$ cat config.mk
export PLATFORM = sky130hd
export DESIGN_NAME = fetch_unit
export DESIGN_NICKNAME = d
export VERILOG_FILES = /design/src/rtl/fetch_unit.sv
export SDC_FILE = /design/constraint.sdc
export NUM_CORES = 1
export LEC_CHECK = 0
export BUFFER_PORTS_ARGS = -buffer_cell sky130_fd_sc_hd__buf_2
export CAP_MARGIN = 15
export CORE_MARGIN = 2
export CORE_UTILIZATION = 44
export DETAILED_ROUTE_END_ITERATION = 10
export HOLD_SLACK_MARGIN = 0.06
export PLACE_DENSITY = 0.69
export SYNTH_ARGS = -nofsm -noshare
export SYNTH_HDL_FRONTEND = slang
export SYNTH_SLANG_ARGS = --single-unit
export TNS_END_PERCENT = 1
$ cat constraint.sdc
create_clock -name clk -period 3.8 [get_ports clk]
set_input_delay 0.38 -clock clk [delete_from_list [all_inputs] [get_ports clk]]
set_output_delay 0.38 -clock clk [all_outputs]
set_load 0.1 [all_outputs]
$ cat src/rtl/fetch_unit.sv
// LC-3 instruction fetch stage: owns the PC, issues single-word reads to
// instruction memory, squashes stale responses after a redirect, flags hung memory.
module fetch_unit #(
    parameter logic [15:0] RESET_PC = 16'h3000,
    parameter int          TIMEOUT  = 15
) (
    input  logic        clk,
    input  logic        rst,
    input  logic        enable_fetch,
    input  logic        enable_updatePC,
    input  logic        br_taken,
    input  logic [15:0] taddr,
    input  logic [15:0] IMem_dout,
    input  logic        IMem_ack,
    output logic [15:0] IMem_addr,
    output logic        IMem_rd,
    output logic [15:0] pc,
    output logic [15:0] npc,
    output logic [15:0] IR,
    output logic        complete_instr,
    output logic        fetch_err
);
    localparam int            CW       = $clog2(TIMEOUT + 1);
    localparam logic [CW-1:0] TMO_LAST = CW'(TIMEOUT - 1);
    localparam logic [CW-1:0] TMO_MAX  = CW'(TIMEOUT);

    typedef enum logic [1:0] {S_IDLE, S_REQ, S_WAIT, S_FLUSH} state_t;

    state_t        state, state_n;
    logic [CW-1:0] cnt;
    logic [15:0]   pc_n;
    logic          load_ir, set_err, tmo, waiting, entering_wait;

    assign npc           = pc + 16'd1;
    assign tmo           = (cnt == TMO_LAST);
    assign waiting       = (state == S_WAIT) || (state == S_FLUSH);
    assign entering_wait = ((state_n == S_WAIT) || (state_n == S_FLUSH)) && (state_n != state);

    always_comb begin
        state_n = state;
        load_ir = 1'b0;
        set_err = 1'b0;
        pc_n    = enable_updatePC ? (br_taken ? taddr : npc) : pc;
        case (state)
            S_IDLE: if (enable_fetch) state_n = S_REQ;
            // A redirect while the request is on the bus makes it stale.
            S_REQ:  state_n = enable_updatePC ? S_FLUSH : S_WAIT;
            S_WAIT: begin
                if (IMem_ack) begin
                    load_ir = 1'b1;
                    state_n = S_IDLE;
                end else if (enable_updatePC) begin
                    state_n = S_FLUSH;
                end else if (tmo) begin
                    set_err = 1'b1;
                    state_n = S_IDLE;
                end
            end
            S_FLUSH: begin
                // Stale data dropped; refetch at whatever pc is now.
                if (IMem_ack) begin
                    state_n = S_REQ;
                end else if (tmo) begin
                    set_err = 1'b1;
                    state_n = S_IDLE;
                end
            end
            default: state_n = S_IDLE;
        endcase
    end

    always_ff @(posedge clk) begin
        if (rst) begin
            state          <= S_IDLE;
            cnt            <= '0;
            pc             <= RESET_PC;
            IR             <= 16'h0000;
            IMem_addr      <= 16'h0000;
            IMem_rd        <= 1'b0;
            complete_instr <= 1'b0;
            fetch_err      <= 1'b0;
        end else begin
            state          <= state_n;
            pc             <= pc_n;
            IMem_rd        <= (state_n == S_REQ);
            complete_instr <= load_ir;
            if (state_n == S_REQ) IMem_addr <= pc_n;
            if (load_ir)          IR        <= IMem_dout;
            if (set_err)          fetch_err <= 1'b1;
            if (entering_wait)
                cnt <= '0;
            else if (waiting && cnt != TMO_MAX)
                cnt <= cnt + 1'b1;
        end
    end
endmodule

==> metrics.txt <==
part of the cycle the worst path needs between 70% and 80%; Yosys top cell area share 39.2%; First-pass DRT Iterations 4; Vias per Instance ~5.5; P per Cell Area between 500 and 600 nW/µm²; Max Cap Viol 0; Slew HR 49.0%; crit path kind flop to output port; post-synthesis mux area share 2.40%; CP peak stage delay 0.52 ns; Lkg Pwr 1.59 nW; cell count after synthesis 362; root buffer cell clkbuf_8; Area growth, synth to finish 25.2%; critical path launch point type flop; fin worst setup slack 0.860 ns; Antenna Violating Nets Remaining 0; flops & latches, synth 57; final hold vios 0; average wire per standard cell 14.5 µm; Inserted Diodes 0; first-pass GRT wire length roughly 12 mm; Post-CTS Setup Inserts 0; Max Fclk around 340 MHz; Crit path depth 5; hold wc startpoint IMem_dout[8]; Worst Setup SP pc[0]$_SDFF_PP0_; fin cells between 500 and 600; Max Buffers Root-to-Sink 2; drt drc 0; max-slew violation count 0; FP Rows 29; FF-to-FF path depth 4; Synth Area in Simple Gates 26.2%; unrepaired setup endpoints after global routing no; Top FF cell, synth dfxtp_1; Period minus WS final 2.94 ns; CP Max Fanout 9; port bufs 104; cell family with most CP delay simple AND/OR/NAND/NOR gates; count leader, synth nand2_1; unique cell type count in the Yosys netlist between 50 and 60; placed cells ~500; GRT overflow 0; initial antenna violation count 0; maximum vdd drop 0.257 mV; number of synthesized flops with an enable pin 0; Fin Setup TNS 0 ns; post-synthesis adder-cell area fraction 1.29%; worst path cell trace ha_1, nand3_1, nor4_2, xor2_1, buf_2; slowest CP cell dfxtp_1; Req. time, crit path 3.42 ns; syn nets 403; fin area around 3600 µm²; Compound-Gate Fraction of Synth Area 20.2%; Placement Cell Area 3420 µm²; sequential share of the synthesized area 39.2%; via count of the routed design 2,902; syn avg cell area 8.05 µm²; Pwr Total 1.89 mW; Synth area leaders dfxtp_1 (39%), nand2_1 (8.1%), a21oi_1 (5.2%), nor2_1 (3.6%), xnor2_1 (3.0%); top cell type by total area after synthesis dfxtp_1; Setup crit end kind output port; Fin Clk Skew 0.00975 ns; top post-synthesis cells by count nand2_1 (63), dfxtp_1 (57), a21oi_1 (30); status finished, final reports clean; initial drt markers 143; die area 7290 µm²; hold crit path type input pin to flop; die span in y 85.4 µm; CTS tree done; CTS Hold Bufs 0; area of the mapped netlist about 3000 µm²; Worst EP arrival 2.56 ns; clock slew at reported path FFs 0.08 ns; Net count, final 490; dpl hpwl 5.33 mm; Synth Area in XOR/XNOR 5.11%; Total GRT Usage between 20% and 30%; # IOs 105; # resized after CTS 0; Synth async-reset ratio 0%; clock sink count 57; Final setup viols 0; CP bufs+invs 1; Num CTS Buffers 9; htree depth 3; largest net degree at the start of global routing 42; WHS 0.270 ns; layout cell share with drive strength beyond 1 29.7%; reg-to-reg startpoint pc[4]$_SDFF_PP0_; combinational family with the most area after synthesis simple AND/OR/NAND/NOR gates; Clock Latency Late Sink around 0.34 ns; pre-CTS WS 1.26 ns; Initial Util 45.6%; Die W between 80 and 90 µm; vias in the first global route roughly 2,700; Ys Warns 0; core footprint 6390 µm²; worst-margin pin slew 0.759 ns; Worst Hold Depth 3; worst reg2reg setup slack 1.64 ns; routability cong. a little under 0.9; final wirelength 7.69 mm; final core occ around 57%
-- where the power goes --
group	leakage (nW)	switching (mW)	internal [mW]
clock	0.110	0.283	0.376
combinational	1.01	0.455	0.103
sequential	0.466	0.0401	0.636
-- layer usage --
| layer | vias up | global-route usage [%] | routed length [µm] |
|---|---|---|---|
| met4 | 0 | 10.1 | 131 |
| met5 | - | 0 | 0 |
| li1 | 1468 | - | - |
| met2 | 90 | 33.2 | 3500 |
| met3 | 13 | 5.54 | 552 |
| met1 | 1331 | 27.3 | 3510 |
-- worst reg2reg max path, stage by stage, from the launching register on --
cell      delay (ns)
dfxtp_1         0.48
nand2_1         0.30
or4_2           0.77
mux2i_1         0.16
a221oi_1        0.33
-- logic make-up (layout without fill, tap and decap cells) --
kind of cell | count (synthesis) | count (layout)
AO/OA/AOI/OAI | 86 | 86
XOR/XNOR | 17 | 17
adder cells (fa/ha/maj) | 3 | 3
buffers and inverters | 39 | 131
flip-flops | 57 | 57
multiplexers | 7 | 7
AND/OR/NAND/NOR | 153 | 153
-- path summary, 6_finish.rpt --
check	to
min reg2reg	IR[15]$_SDFFE_PP0P_
min	IR[8]$_SDFFE_PP0P_
max	npc[12]
max reg2reg	IMem_addr[11]$_SDFFE_PP0P_
-- layout make-up --
cell class / count / area, µm²
Fill cell: 613 / 2740
Multi-Input combinational cell: 266 / 1620
Sequential cell: 57 / 1140
Timing Repair Buffer: 106 / 536
Clock buffer: 9 / 124
Clock inverter: 7 / 103
Tap cell: 77 / 96.3
Inverter: 9 / 33.8
-- cells in the final DEF (no fill, tap or decap), types with 5 or more instances in the layout --
master / netlist / final
a21oi_1: 30 / 30
nand4_1: 7 / 7
and3_1: 5 / 5
buf_2: 5 / 104
dfxtp_1: 57 / 57
o211ai_1: 8 / 8
clkbuf_8: 0 / 9
o31ai_1: 6 / 6
a211oi_1: 5 / 5
nand3_1: 12 / 12
a311oi_1: 5 / 5
nand2_1: 63 / 63
mux2i_1: 7 / 7
nor2b_1: 6 / 6
inv_1: 9 / 9
xnor2_1: 10 / 9
a221oi_1: 5 / 5
nor2_1: 28 / 28
a22oi_1: 5 / 5
xor2_1: 7 / 7
a31oi_1: 5 / 5
-- registers in the layout (all words and copies together), names as in the netlist --
register        count
IMem_addr          16
IR                 16
complete_instr      1
pc                 16
cnt                 4
fetch_err           1
state               2
IMem_rd             1
Note: power is estimated with default switching activity, not from simulation.
